**src/rtl/ppfifo_2_mem_pkg.sv**
```systemverilog
// Shared definitions for the ping-pong FIFO to memory Wishbone master.
// Contents: FSM state encoding, default buffer base addresses, full byte-lane
// select value and the buffer selection helper.
package ppfifo_2_mem_pkg;

    typedef enum logic [3:0] {
        ST_IDLE     = 4'd0,
        ST_ACTIVATE = 4'd1,
        ST_WRITE    = 4'd2,
        ST_WAIT_ACK = 4'd3,
        ST_NEXT     = 4'd4,
        ST_RELEASE  = 4'd5
    } state_e;

    localparam logic [31:0] DEFAULT_MEM_0_BASE_C = 32'h0000_0000;
    localparam logic [31:0] DEFAULT_MEM_1_BASE_C = 32'h0010_0000;
    localparam logic [3:0]  SEL_ALL              = 4'hF;

    // Preferred buffer if it is armed, otherwise the other one.
    function automatic logic pick_buf(input logic nxt, input logic empty_0, input logic empty_1);
        logic nxt_empty;
        nxt_empty = nxt ? empty_1 : empty_0;
        return nxt_empty ? ~nxt : nxt;
    endfunction

endpackage

```
**src/rtl/ppfifo_2_mem_buf_ctrl.sv**
```systemverilog
// Per-buffer bookkeeping: latches base/size on an arm pulse, counts words
// written and raises a one-cycle finished pulse when the buffer fills.
// Ports:
//   clk, rst      : clock, async active-high reset
//   i_base/i_size : host-supplied base address and size (words)
//   i_ready       : arm pulse, honoured only while empty and size != 0
//   i_inc         : one word has been written into this buffer
//   o_base/o_size : latched base/size
//   o_count       : words written since the last arm
//   o_empty       : buffer not armed
//   o_finished    : one-cycle pulse on the word that fills the buffer
module ppfifo_2_mem_buf_ctrl (
    input  logic        clk,
    input  logic        rst,
    input  logic [31:0] i_base,
    input  logic [31:0] i_size,
    input  logic        i_ready,
    input  logic        i_inc,
    output logic [31:0] o_base,
    output logic [31:0] o_size,
    output logic [31:0] o_count,
    output logic        o_empty,
    output logic        o_finished
);

    logic [31:0] base_q, base_d;
    logic [31:0] size_q, size_d;
    logic [31:0] count_q, count_d;
    logic        empty_q, empty_d;
    logic        finished_q, finished_d;

    always_comb begin
        base_d     = base_q;
        size_d     = size_q;
        count_d    = count_q;
        empty_d    = empty_q;
        finished_d = 1'b0;
        // A write takes priority; an arm in the same cycle is dropped because
        // the buffer is still marked busy.
        if (i_inc) begin
            count_d = count_q + 32'd1;
            if (count_d == size_q) begin
                empty_d    = 1'b1;
                finished_d = 1'b1;
            end
        end else if (i_ready && empty_q && (i_size != 32'd0)) begin
            base_d  = i_base;
            size_d  = i_size;
            count_d = 32'd0;
            empty_d = 1'b0;
        end
    end

    always_ff @(posedge clk or posedge rst) begin
        if (rst) begin
            base_q     <= 32'd0;
            size_q     <= 32'd0;
            count_q    <= 32'd0;
            empty_q    <= 1'b1;
            finished_q <= 1'b0;
        end else begin
            base_q     <= base_d;
            size_q     <= size_d;
            count_q    <= count_d;
            empty_q    <= empty_d;
            finished_q <= finished_d;
        end
    end

    assign o_base     = base_q;
    assign o_size     = size_q;
    assign o_count    = count_q;
    assign o_empty    = empty_q;
    assign o_finished = finished_q;

endmodule

```
**src/rtl/wb_ppfifo_to_mem.sv**
```systemverilog
// Wishbone master draining a ping-pong FIFO read port into two host-armed
// memory buffers, alternating between them and spilling mid-block into the
// other buffer when one fills.
// Ports: clk/rst (async active-high), debug bus, host buffer config and
// status (base/size/ready in; count/finished/empty out), Wishbone master
// (o_mem_*, i_mem_*), ping-pong FIFO read side (i_ppfifo_*, o_ppfifo_*).
// Build option: PPFIFO_2_MEM_DEBUG_EN exposes FSM state on debug, else 0.
//
// state    | meaning
// IDLE     | waiting for enable, a ready FIFO block and an armed buffer
// ACTIVATE | block taken (act high), block size latched
// WRITE    | present address/data of the current word on the bus
// WAIT_ACK | strobe high until ack, then pop the FIFO word
// NEXT     | pick buffer for next word, stall here if none armed
// RELEASE  | act and cyc dropped, one cycle before IDLE
module wb_ppfifo_to_mem
    import ppfifo_2_mem_pkg::*;
#(
    parameter logic [31:0] DEFAULT_MEM_0_BASE = DEFAULT_MEM_0_BASE_C,
    parameter logic [31:0] DEFAULT_MEM_1_BASE = DEFAULT_MEM_1_BASE_C
) (
    input  logic        clk,
    input  logic        rst,
    output logic [31:0] debug,
    input  logic        i_enable,
    input  logic [31:0] i_memory_0_base,
    input  logic [31:0] i_memory_0_size,
    output logic [31:0] o_memory_0_count,
    input  logic        i_memory_0_ready,
    output logic        o_memory_0_finished,
    output logic        o_memory_0_empty,
    output logic [31:0] o_default_mem_0_base,
    input  logic [31:0] i_memory_1_base,
    input  logic [31:0] i_memory_1_size,
    output logic [31:0] o_memory_1_count,
    input  logic        i_memory_1_ready,
    output logic        o_memory_1_finished,
    output logic        o_memory_1_empty,
    output logic [31:0] o_default_mem_1_base,
    output logic        o_write_finished,
    output logic        o_mem_we,
    output logic        o_mem_stb,
    output logic        o_mem_cyc,
    output logic [3:0]  o_mem_sel,
    output logic [31:0] o_mem_adr,
    output logic [31:0] o_mem_dat,
    input  logic [31:0] i_mem_dat,
    input  logic        i_mem_ack,
    input  logic        i_mem_int,
    input  logic        i_ppfifo_rdy,
    output logic        o_ppfifo_act,
    input  logic [23:0] i_ppfifo_size,
    output logic        o_ppfifo_stb,
    input  logic [31:0] i_ppfifo_data
);

    state_e      state_q, state_d;
    logic        act_q, act_d;
    logic        cyc_q, cyc_d;
    logic        stb_q, stb_d;
    logic        we_q, we_d;
    logic [3:0]  sel_q, sel_d;
    logic [31:0] adr_q, adr_d;
    logic [31:0] dat_q, dat_d;
    logic        pp_stb_q, pp_stb_d;
    logic [23:0] blk_size_q, blk_size_d;
    logic [23:0] idx_q, idx_d;
    logic        cur_q, cur_d;
    logic        next_q, next_d;

    logic        inc_0, inc_1;
    logic [31:0] base_0, base_1, size_0, size_1;
    logic [31:0] cur_base, cur_size, cur_count;
    logic        unused_inputs;

    ppfifo_2_mem_buf_ctrl u_buf_0 (
        .clk(clk), .rst(rst),
        .i_base(i_memory_0_base), .i_size(i_memory_0_size),
        .i_ready(i_memory_0_ready), .i_inc(inc_0),
        .o_base(base_0), .o_size(size_0), .o_count(o_memory_0_count),
        .o_empty(o_memory_0_empty), .o_finished(o_memory_0_finished)
    );

    ppfifo_2_mem_buf_ctrl u_buf_1 (
        .clk(clk), .rst(rst),
        .i_base(i_memory_1_base), .i_size(i_memory_1_size),
        .i_ready(i_memory_1_ready), .i_inc(inc_1),
        .o_base(base_1), .o_size(size_1), .o_count(o_memory_1_count),
        .o_empty(o_memory_1_empty), .o_finished(o_memory_1_finished)
    );

    assign cur_base  = cur_q ? base_1 : base_0;
    assign cur_size  = cur_q ? size_1 : size_0;
    assign cur_count = cur_q ? o_memory_1_count : o_memory_0_count;

    always_comb begin
        state_d    = state_q;
        act_d      = act_q;
        cyc_d      = cyc_q;
        stb_d      = stb_q;
        we_d       = we_q;
        sel_d      = sel_q;
        adr_d      = adr_q;
        dat_d      = dat_q;
        pp_stb_d   = 1'b0;
        blk_size_d = blk_size_q;
        idx_d      = idx_q;
        cur_d      = cur_q;
        next_d     = next_q;
        inc_0      = 1'b0;
        inc_1      = 1'b0;
        case (state_q)
            ST_IDLE: begin
                if (i_enable && i_ppfifo_rdy && (!o_memory_0_empty || !o_memory_1_empty)) begin
                    act_d      = 1'b1;
                    blk_size_d = i_ppfifo_size;
                    idx_d      = 24'd0;
                    state_d    = ST_ACTIVATE;
                end
            end
            ST_ACTIVATE: begin
                if (blk_size_q == 24'd0) begin
                    act_d   = 1'b0;
                    cyc_d   = 1'b0;
                    state_d = ST_RELEASE;
                end else begin
                    state_d = ST_NEXT;
                end
            end
            ST_NEXT: begin
                if (idx_q == blk_size_q) begin
                    act_d   = 1'b0;
                    cyc_d   = 1'b0;
                    state_d = ST_RELEASE;
                end else if (!o_memory_0_empty || !o_memory_1_empty) begin
                    // Remember the chosen buffer so it is kept until it fills.
                    cur_d   = pick_buf(next_q, o_memory_0_empty, o_memory_1_empty);
                    next_d  = cur_d;
                    state_d = ST_WRITE;
                end
            end
            ST_WRITE: begin
                cyc_d   = 1'b1;
                stb_d   = 1'b1;
                we_d    = 1'b1;
                sel_d   = SEL_ALL;
                adr_d   = cur_base + cur_count;
                dat_d   = i_ppfifo_data;
                state_d = ST_WAIT_ACK;
            end
            ST_WAIT_ACK: begin
                if (i_mem_ack) begin
                    stb_d    = 1'b0;
                    we_d     = 1'b0;
                    sel_d    = 4'h0;
                    pp_stb_d = 1'b1;
                    idx_d    = idx_q + 24'd1;
                    inc_0    = ~cur_q;
                    inc_1    = cur_q;
                    if ((cur_count + 32'd1) == cur_size) begin
                        next_d = ~cur_q;
                    end
                    state_d = ST_NEXT;
                end
            end
            ST_RELEASE: begin
                state_d = ST_IDLE;
            end
            default: begin
                state_d = ST_IDLE;
            end
        endcase
    end

    always_ff @(posedge clk or posedge rst) begin
        if (rst) begin
            state_q    <= ST_IDLE;
            act_q      <= 1'b0;
            cyc_q      <= 1'b0;
            stb_q      <= 1'b0;
            we_q       <= 1'b0;
            sel_q      <= 4'h0;
            adr_q      <= 32'd0;
            dat_q      <= 32'd0;
            pp_stb_q   <= 1'b0;
            blk_size_q <= 24'd0;
            idx_q      <= 24'd0;
            cur_q      <= 1'b0;
            next_q     <= 1'b0;
        end else begin
            state_q    <= state_d;
            act_q      <= act_d;
            cyc_q      <= cyc_d;
            stb_q      <= stb_d;
            we_q       <= we_d;
            sel_q      <= sel_d;
            adr_q      <= adr_d;
            dat_q      <= dat_d;
            pp_stb_q   <= pp_stb_d;
            blk_size_q <= blk_size_d;
            idx_q      <= idx_d;
            cur_q      <= cur_d;
            next_q     <= next_d;
        end
    end

    assign o_ppfifo_act         = act_q;
    assign o_ppfifo_stb         = pp_stb_q;
    assign o_mem_cyc            = cyc_q;
    assign o_mem_stb            = stb_q;
    assign o_mem_we             = we_q;
    assign o_mem_sel            = sel_q;
    assign o_mem_adr            = adr_q;
    assign o_mem_dat            = dat_q;
    assign o_write_finished     = o_memory_0_finished | o_memory_1_finished;
    assign o_default_mem_0_base = DEFAULT_MEM_0_BASE;
    assign o_default_mem_1_base = DEFAULT_MEM_1_BASE;

    // Write-only master: read data and interrupt are not used.
    assign unused_inputs = ^{i_mem_dat, i_mem_int};

`ifdef PPFIFO_2_MEM_DEBUG_EN
    assign debug = {state_q, cur_q, o_memory_1_empty, o_memory_0_empty, act_q, idx_q};
`else
    assign debug = 32'd0;
`endif

endmodule

```
**config.mk**
```make
export PLATFORM = sky130hd
export DESIGN_NAME = wb_ppfifo_to_mem
export DESIGN_NICKNAME = d
export VERILOG_FILES = /design/src/rtl/ppfifo_2_mem_pkg.sv /design/src/rtl/ppfifo_2_mem_buf_ctrl.sv /design/src/rtl/wb_ppfifo_to_mem.sv
export SDC_FILE = /design/constraint.sdc
export NUM_CORES = 1
export LEC_CHECK = 0
export BUFFER_PORTS_ARGS = -buffer_cell sky130_fd_sc_hd__clkbuf_2
export CAP_MARGIN = 30
export CORE_MARGIN = 2
export CORE_UTILIZATION = 60
export DETAILED_ROUTE_END_ITERATION = 10
export PLACE_DENSITY = 0.87
export RECOVER_POWER = 50
export REMOVE_ABC_BUFFERS = 1
export SKIP_CTS_REPAIR_TIMING = 1
export SYNTH_ARGS = -nofsm -noshare
export SYNTH_HDL_FRONTEND = slang
export SYNTH_SLANG_ARGS = --single-unit
```
**constraint.sdc**
```tcl
create_clock -name clk -period 21.2 [get_ports clk]
set_input_delay 2.12 -clock clk [delete_from_list [all_inputs] [get_ports clk]]
set_output_delay 2.12 -clock clk [all_outputs]
set_load 0.02 [all_outputs]
```
==> results.txt, run 1 <==
Status - finished with violations
Violated checks - max-capacitance violations, max-slew violations
Switching Share - 37.5%
Height of the die - 187 um
Synth Instances - 2106
Vias post-DR - 17100
Number of iterations in the first detailed-routing pass - 7
Synthesized flop and latch total - 317
CTS tree - built
Hold Crit Class - register to register
Setup Total Neg Slack - 0 ns
RSZ-0062 raised after global routing - no
Clk sinks - 317
Grt total ovfl - 0
Leakage - 10.7 nW
Ys async rst share - 100%
Seq pwr share - 38.2%
CP Launch Type - primary input
Largest net degree at the start of global routing - 132
Register area share after synthesis - 39.4%
Final Wtd Congestion - 1.05
Die width - 187 um
Clock-pin slew on the worst setup and hold paths - 0.06 ns
CTS Buf Count - 37
Net Switching - 863 uW
Syn avg cell area - 9.56 um2
Pwr Density - 102 mW/mm2
Worst Path Required - 21.89 ns
Die outline area - 0.0350 mm2
Tcrit/Tclk final - 37.9%
DR WL/cell - 21.0 um
I/O pins - 462
Row count - 67
Max Clock Freq - 124 MHz
# setup viols final - 0
Clock power frac - 27.5%
First-pass GRT wire length - 92.7 mm
I/O Buffers - 332
Maximum clock path buffer count - 3
Root Buffer - clkbuf_16
Yosys warns - 0
Starting Density - 60.5%
Via-per-instance ratio - 6.04
Overall Global Routing Usage - 33.6%
Post-detailed-route count of antenna-violating nets - 0
Max_slew headroom - -281%
Top_reg_cell synth - dfrtp_1
Clock H-tree levels - 2
Worst skew pair latency - 0.56 ns
Final nets - 2616
Fin. max-slew vios - 476
First DRT Iteration DRCs - 1296
Critical path capture point type - async pin
Unique masters post-synth - 83
WL final - 59.5 mm
Core footprint - 0.0333 mm2
Combinational fraction of design power - 34.3%
Skew final - 0.0150 ns
EDFF count, synth - 0
# DRC - 0
Final Instance Count excl. Fillers - 2832
Fraction of layout cells with a size suffix above 1 - 23.2%
Final worst path period need - 8.04 ns
Pint - 1.44 mW
CP Class - primary input to async pin
Critical Path Fanout Max - 131
Slew @ Worst Pin - 5.68 ns
Max IR drop VDD - 0.0733 mV
Max_cap viols - 7
# placed instances - 2762
Post-Syn Area - 0.0201 mm2
DPL Wire Length - 43.7 mm
Worst Path Arrival - 8.73 ns
Vias in the first global route - 16800
Final hold violation count - 0
Area growth syn-to-layout - 12.1%
Antenna violations before repair - 1
==> flip-flops by register name (all words and copies together), names as in the netlist, 3 cells and up <==
name	count
o_mem_adr	32
blk_size_q	24
u_buf_1.o_size	32
u_buf_0.o_base	32
u_buf_1.o_base	32
u_buf_0.o_size	32
u_buf_1.o_count	32
o_mem_dat	32
u_buf_0.o_count	32
idx_q	24
state_q	3
==> worst paths after layout <==
| check | from | end | slack, ns | depth (start not counted) |
|---|---|---|---|---|
| setup / recovery | rst | u_buf_0.o_count[2]$_DFFE_PP0P_ | 13.16 | 5 |
| hold / removal | o_mem_dat[6]$_DFFE_PP0P_ | o_mem_dat[6]$_DFFE_PP0P_ | 0.48 | 2 |
| setup reg to reg | cur_q$_DFFE_PP0P_ | o_mem_adr[31]$_DFFE_PP0P_ | 14.64 | 13 |
| hold reg to reg | o_mem_dat[6]$_DFFE_PP0P_ | o_mem_dat[6]$_DFFE_PP0P_ | 0.48 | 2 |
| max in group clk | cur_q$_DFFE_PP0P_ | o_mem_adr[31]$_DFFE_PP0P_ | 14.64 | 13 |
| min in group asynchronous | rst | o_mem_dat[18]$_DFFE_PP0P_ | 3.33 | 2 |
==> Yosys cell counts, types with 9 or more instances <==
cell type | instances | area [um2]
dfrtp_1 | 315 | 7880
buf_4 | 113 | 848
a21o_1 | 18 | 135
o21ai_0 | 149 | 746
inv_1 | 31 | 116
nor2_1 | 111 | 417
nand4_1 | 41 | 257
and2_1 | 9 | 56.3
a211oi_1 | 9 | 67.6
nand3b_1 | 11 | 82.6
nor4_1 | 40 | 250
nor3_1 | 22 | 110
nand2_1 | 243 | 912
o31ai_1 | 30 | 225
mux2i_1 | 44 | 440
a21oi_1 | 52 | 260
xnor2_1 | 135 | 1180
ha_1 | 35 | 438
a31oi_1 | 17 | 106
xor2_1 | 90 | 788
nand3_1 | 74 | 370
nand2b_1 | 12 | 75.1
buf_2 | 45 | 225
clkbuf_1 | 56 | 210
buf_1 | 11 | 41.3
mux2_2 | 202 | 2270
and3_1 | 35 | 219
nor2b_1 | 12 | 75.1
nand4b_1 | 11 | 96.3
==> area by class of cell <==
| cell class | instances | area (um2) |
|---|---|---|
| multi-input cells | 1620 | 11100 |
| fillers | 2574 | 10700 |
| flip-flops and latches | 317 | 7940 |
| repair buffers | 348 | 1710 |
| clock buffers | 52 | 1060 |
| well taps | 448 | 561 |
| clock inverters | 14 | 130 |
| inverters | 32 | 121 |
| diodes | 1 | 2.50 |
==> cell families after synthesis <==
group / after synthesis / share of synthesized area, %
and+or+nand+nor: 668 / 16.7
AOI/OAI and AO/OA: 348 / 10.7
DFF: 317 / 39.4
buffers and inverters: 263 / 7.47
muxes: 246 / 13.5
xor gates and xnor gates: 226 / 9.91
adders and majority gates: 36 / 2.27
other: 2 / 0.0373
==> layout by cell type, fill, tap and decap left out, drive strengths merged, types with 8 or more instances in the layout <==
cell type | Yosys | layout
and4 | 10 | 10
inv | 32 | 33
clkinv | 0 | 9
clkbuf | 58 | 390
a21o | 18 | 18
nor4 | 43 | 43
nand2 | 243 | 243
a31oi | 17 | 17
nor2b | 12 | 12
dfrtp | 315 | 315
and2 | 11 | 11
nand4 | 44 | 44
and3 | 37 | 37
xor2 | 90 | 90
o21a | 8 | 8
buf | 173 | 10
nand2b | 12 | 12
o31ai | 30 | 30
conb | 2 | 96
nand3 | 75 | 75
a211oi | 9 | 9
xnor2 | 135 | 135
nand3b | 11 | 11
ha | 35 | 35
o21ai | 150 | 150
mux2i | 44 | 44
nor2 | 114 | 114
a21oi | 52 | 52
nand4b | 11 | 11
nor3 | 28 | 28
mux2 | 202 | 202
==> per-stage QoR <==
| step | cell area (um2) | util [%] | total power, mW | worst slack (ns) | hold slack (ns) |
|---|---|---|---|---|---|
| finish | 22600 | 67.8 | 2.30 | 13.16 | 0.476 |
| global route | 22600 | 67.8 | 2.41 | 11.96 | 0.502 |
| CTS | 22700 | 68.1 | 2.32 | 16.17 | 0.481 |
| detailed placement | 21500 | 64.6 | 1.67 | 15.63 | 0.466 |
| global placement | 21400 | 64.4 | 1.64 | 15.58 | 0.454 |
| floorplan | 19100 | - | 1.42 | 10.31 | 0.474 |
==> routing by layer <==
metal / global-route usage, % / vias up / wire length [um]
li1: - / 7739 / -
met1: 43.7 / 8270 / 23700
met2: 53.8 / 905 / 27700
met3: 6.08 / 191 / 4740
met4: 17.5 / 0 / 3260
met5: 0 / - / 0
==> power groups by stage <==
stage	registers (mW)	clock network (mW)	logic, mW
global placement	0.874	0	0.764
CTS	0.876	0.642	0.800
detailed placement	0.884	0	0.790
global route	0.894	0.666	0.854
floorplan	0.936	0	0.485
finish	0.880	0.633	0.789
==> worst max-delay path: stages <==
cell	delay (ns)
clkbuf_2	0.09
clkinvlp_2	3.16
clkbuf_1	2.36
buf_4	0.46
buf_16	0.32
Power figures use the tool's default switching activity.
==> inputs of run 2 (changes only) <==
--- a/config.mk
+++ b/config.mk
@@ -8,9 +8,9 @@
 export BUFFER_PORTS_ARGS = -buffer_cell sky130_fd_sc_hd__clkbuf_2
 export CAP_MARGIN = 30
 export CORE_MARGIN = 2
-export CORE_UTILIZATION = 60
+export CORE_UTILIZATION = 55
 export DETAILED_ROUTE_END_ITERATION = 10
-export PLACE_DENSITY = 0.87
+export PLACE_DENSITY = 0.81
 export RECOVER_POWER = 50
 export REMOVE_ABC_BUFFERS = 1
 export SKIP_CTS_REPAIR_TIMING = 1
==> constraint.sdc (replaced) <==
create_clock -name clk -period 7.58 [get_ports clk]
set_input_delay 0.758 -clock clk [delete_from_list [all_inputs] [get_ports clk]]
set_output_delay 0.758 -clock clk [all_outputs]
set_load 0.02 [all_outputs]
==> run 2 against run 1 <==
Clock skew is 0.011 ns higher. Largest power group unchanged. Utilization fell by 5.0 points. First-iteration DRC count shrank 0.77%. Clock power rose to 3.1 times the previous value. Highest routed layer unchanged. Largest cell class unchanged. The flow still finishes with violations (max-capacitance violations, max-slew violations). Power grew to 2.9 times the previous value. Wire length rose by 0.24%. Setup slack lost 10 ns.
==> results.txt, run 2 (synthesis results as in run 1) <==
Status - finished with violations
Violated checks - max-capacitance violations, max-slew violations
Vias post-DR - 17100
First-pass GRT wire length - 92.0 mm
Fin. max-slew vios - 275
Largest net degree at the start of global routing - 106
Grt total ovfl - 0
Fill cell count - 3007
DR WL/cell - 20.9 um
RSZ-0062 raised after global routing - no
Worst Min Path Start - i_ppfifo_data[0]
Final worst path period need - 4.76 ns
Height of the die - 195 um
CP Class - primary input to async pin
Number of iterations in the first detailed-routing pass - 6
Slowest CP cell - clkinvlp_2
Pwr Density - 289 mW/mm2
Maximum clock path buffer count - 3
Final Total Pwr - 6.60 mW
# placed instances - 2783
DPL Wire Length - 44.0 mm
Worst hold path stage count - 3
Worst path cell trace - clkbuf_2, clkinvlp_2, clkbuf_2
Starting Density - 55.4%
Max_cap viols - 4
Final hold violation count - 0
Critical path capture point type - async pin
Clock H-tree levels - 2
Reg2reg setup slack - 2.91 ns
Setup Total Neg Slack - 0 ns
Max Clock Freq - 210 MHz
Critical Path Fanout Max - 105
Final Wtd Congestion - 0.991
Via-per-instance ratio - 5.99
Most frequent cells in the layout - dfrtp_1, clkbuf_2, nand2_1, mux2_2, o21ai_0
Area growth syn-to-layout - 13.4%
I/O Buffers - 332
# DRC - 0
Slew @ Worst Pin - 4.65 ns
Skew final - 0.0258 ns
Antenna violations before repair - 2
CP Launch Type - primary input
Final nets - 2618
Root Buffer - clkbuf_16
Die outline area - 0.0381 mm2
Core footprint - 0.0363 mm2
Reg-to-reg startpoint - cur_q$_DFFE_PP0P_
Crit path largest cell delay - 2.58 ns
R2R depth - 14
Clk sinks - 317
Max IR drop VDD - 0.195 mV
Reg2reg end - o_mem_adr[30]$_DFFE_PP0P_
Post-detailed-route count of antenna-violating nets - 0
WL final - 59.6 mm
Max_slew headroom - -212%
Worst Path Required - 7.92 ns
Tcrit/Tclk final - 62.8%
Vias in the first global route - 16600
Commonest non-fill, non-tap cell in the layout - dfrtp_1
Worst skew pair latency - 0.56 ns
Worst Path Arrival - 5.11 ns
CTS tree - built
Overall Global Routing Usage - 30.8%
Fraction of layout cells with a size suffix above 1 - 23.8%
Die width - 195 um
Hold path endpoint - o_mem_dat[0]$_DFFE_PP0P_
I/O pins - 462
Hold Crit Class - primary input to register
Final Instance Count excl. Fillers - 2857
# setup viols final - 0
Most common cell on crit path - clkbuf_2
First DRT Iteration DRCs - 1286
Row count - 70
Leakage - 10.8 nW
CTS Buf Count - 38
Clock-pin slew on the worst setup and hold paths - 0.06 ns
Crit path from - rst
run 2: cell types whose count changed in the layout (fill, tap and decap cells not counted), sizes merged:
cell,before,now
clkinvlp,2,1
bufinv,2,4
inv,33,31
clkbuf,390,396
diode,1,2
buf,10,13
clkinv,9,5
run 2: layout make-up:
type / count / area [um2] / area share [%]
Timing Repair Buffer: 349 / 1740 / 7.64
Antenna cell: 2 / 5.00 / 0.0219
Clock buffer: 60 / 1210 / 5.29
Inverter: 32 / 121 / 0.532
Multi-Input combinational cell: 1620 / 11100 / 48.5
Sequential cell: 317 / 7940 / 34.8
Tap cell: 468 / 586 / 2.57
Clock inverter: 9 / 149 / 0.652
run 2: critical path: cells and delay by family:
family	cells	cell delay [ns]
buffers and inverters	3	4.21
run 2: report_power, final:
group	leakage, nW	total, mW	internal [mW]	switching (mW)
sequential	4.25	2.47	2.07	0.395
clock	0.670	1.96	1.23	0.729
combinational	5.90	2.18	0.907	1.27
run 2: worst max-delay path by stage:
| stage | to | slack [ns] |
|---|---|---|
| after CTS | o_mem_adr[30]$_DFFE_PP0P_ | 3.01 |
| after floorplan | blk_size_q[0]$_DFFE_PP0P_ | -1.95 |
| after global placement | o_mem_adr[26]$_DFFE_PP0P_ | 3.07 |
| after detailed placement | o_mem_adr[26]$_DFFE_PP0P_ | 3.04 |
| final | u_buf_1.o_size[23]$_DFFE_PP0P_ | 2.82 |
| after global routing | u_buf_1.o_size[23]$_DFFE_PP0P_ | 1.84 |
run 2: layer usage:
metal,up-vias,GRT usage (%),wire length (um)
met1,8254,39.4,23900
met5,-,0,0
li1,7743,-,-
met2,938,49.8,27800
met4,0,17.2,3380
met3,189,5.25,4590
run 2: per-stage QoR:
step                cell area [um2]  worst slack [ns]  utilization, %  hold WS, ns
global placement              21500              3.07            59.1        0.455
global route                  22800              1.84            62.8        0.400
finish                        22800              2.82            62.8        0.396
detailed placement            21500              3.04            59.2        0.461
floorplan                     19100             -1.95               -        0.474
CTS                           22900              3.01            62.9        0.366
==> inputs of run 3 (changes only) <==
==> constraint.sdc (replaced) <==
create_clock -name clk -period 5 [get_ports clk]
set_input_delay 0.5 -clock clk [delete_from_list [all_inputs] [get_ports clk]]
set_output_delay 0.5 -clock clk [all_outputs]
set_load 0.02 [all_outputs]
==> run 3 against run 2 <==
The run still ends with max-capacitance violations, max-slew violations left. Worst hold slack lost 0.27 ns. Clock power grew 44%. Final cell count is essentially flat. Largest cell class unchanged. Setup slack lost 2.2 ns. Flip-flop and latch count is the same. Sequential share of layout area grew 0.059 points. Register-to-register slack lost 2.3 ns. Via count shrank 0.84%. First-iteration DRC count shrank 9.1%.
==> results.txt, run 3 (synthesis results as in run 1) <==
Via-per-instance ratio - 5.95
I/O pins - 462
Fill cell count - 3037
Count of buffer and inverter cells on the critical path - 1
Number of iterations in the first detailed-routing pass - 5
Critical Path Fanout Max - 45
CTS Buf Count - 38
Clock power frac - 28.7%
CP Class - register to register
Height of the die - 195 um
Final hold violation count - 0
First DRT Iteration DRCs - 1169
Row count - 70
Final Wtd Congestion - 0.958
Worst skew pair latency - 0.56 ns
Clk sinks - 317
CTS tree - built
Max IR drop VDD - 0.308 mV
Skew final - 0.0237 ns
# DRC - 0
Pwr Density - 432 mW/mm2
Critical path capture point type - register
Max_cap viols - 1
Grt total ovfl - 0
Most frequent cells in the layout - dfrtp_1, clkbuf_2, nand2_1, mux2_2, o21ai_0
Slew @ Worst Pin - 2.65 ns
DR WL/cell - 20.7 um
Commonest non-fill, non-tap cell in the layout - dfrtp_1
CP Launch Type - register
Worst Path Required - 5.45 ns
Worst path cell trace - mux2_2, ha_1, inv_1, fa_1, nor2b_1, o21a_1, o21ai_1, a21oi_1, a41oi_1, o41ai_1, nand2_1, o21a_1, a211o_1
Hold Crit Class - primary input to register
RSZ-0062 raised after global routing - no
Leakage - 10.8 nW
Max_slew headroom - -76.8%
Post-layout util - 62.7%
Combinational fraction of design power - 33.4%
Crit path largest cell delay - 0.81 ns
Worst Path Arrival - 4.83 ns
Worst setup margin - 0.621 ns
Die width - 195 um
Largest net degree at the start of global routing - 119
# setup viols final - 0
Root Buffer - clkbuf_16
WL final - 59.0 mm
Core footprint - 0.0363 mm2
Fraction of layout cells with a size suffix above 1 - 24.2%
I/O Buffers - 332
Tcrit/Tclk final - 87.6%
Net Switching - 3.64 mW
Antenna violations before repair - 2
Seq pwr share - 37.9%
Violated checks - max-capacitance violations, max-slew violations
Maximum clock path buffer count - 3
Overall Global Routing Usage - 30.5%
Clock H-tree levels - 2
Max Clock Freq - 228 MHz
Reg2reg setup slack - 0.62 ns
Place WS - 0.795 ns
Vias in the first global route - 16500
Starting Density - 55.4%
Pint - 6.20 mW
First-pass GRT wire length - 91.2 mm
Slowest CP cell - dfrtp_4
Status - finished with violations
Vias post-DR - 17000
DPL Wire Length - 44.0 mm
Final nets - 2618
Switching Share - 37.0%
Post-detailed-route count of antenna-violating nets - 0
Fin. max-slew vios - 117
Clock-pin slew on the worst setup and hold paths - 0.06 ns
Die outline area - 0.0381 mm2
Most common cell on crit path - o21a_1
Area growth syn-to-layout - 13.2%
Delay-heaviest family, CP - compound AO/OA/AOI/OAI gates
Final worst path period need - 4.38 ns
==> run 3: cell count changes in the layout (fill, tap and decap cells not counted), sizes merged <==
| cell | delta |
|---|---|
| clkbuf | -10 |
| buf | +4 |
| clkinv | +4 |
| bufinv | -3 |
| clkinvlp | +3 |
| inv | +1 |
==> run 3: layer usage <==
layer  share of wire, %  up-vias  track usage [%]
met1                 40     8226             39.3
met4                5.7        0             17.4
met3                7.3      186             4.82
li1                   -     7742                -
met5                  0        -                0
met2                 47      827             49.1
==> run 3: power groups by stage <==
stage               clock [mW]  combinational, mW  sequential, mW
global route              2.96               3.59            3.81
floorplan                    0               2.06            3.97
finish                    2.82               3.29            3.73
global placement             0               3.23            3.73
CTS                       2.87               3.35            3.72
detailed placement           0               3.32            3.76
==> run 3: layout make-up <==
type	instances	area (um2)	area share (%)
multi-input combinational	1620	11100	48.6
sequential	317	7940	34.8
timing repair buffer	349	1760	7.74
clock buffer	54	1160	5.10
tap	468	586	2.57
clock inverter	14	133	0.582
inverter	32	124	0.544
antenna	2	5.00	0.0220
==> run 3: metrics by stage <==
stage               instance area, um2  hold slack [ns]  setup TNS [ns]  cells  power, mW
finish                           22800            0.127               0   2856       9.85
global route                     22800            0.129               0   2856       10.4
CTS                              22900            0.102               0   2854       9.94
detailed placement               21600            0.462               0   2786       7.08
global placement                 21500            0.453               0   2784       6.96
floorplan                        19100            0.474        -1732.10   1969       6.03
==> run 3: worst paths after layout <==
check / start / endpoint / cells after the start
max: cur_q$_DFFE_PP0P_ / o_mem_adr[30]$_DFFE_PP0P_ / 13
min: i_ppfifo_data[18] / o_mem_dat[18]$_DFFE_PP0P_ / 3
max reg2reg: cur_q$_DFFE_PP0P_ / o_mem_adr[30]$_DFFE_PP0P_ / 13
min reg2reg: o_mem_dat[10]$_DFFE_PP0P_ / o_mem_dat[10]$_DFFE_PP0P_ / 2
max in group asynchronous: rst / cur_q$_DFFE_PP0P_ / 2
min in group asynchronous: rst / o_mem_dat[19]$_DFFE_PP0P_ / 2
==> run 3: worst register-to-register path: cells and delay by family, from the launching register on <==
| family | cells | cell delay (ns) |
|---|---|---|
| muxes | 1 | 0.34 |
| AOI/OAI and AO/OA | 7 | 2.13 |
| DFF | 1 | 0.81 |
| adders and majority gates | 2 | 0.63 |
| and+or+nand+nor | 2 | 0.32 |
| buffers and inverters | 1 | 0.06 |
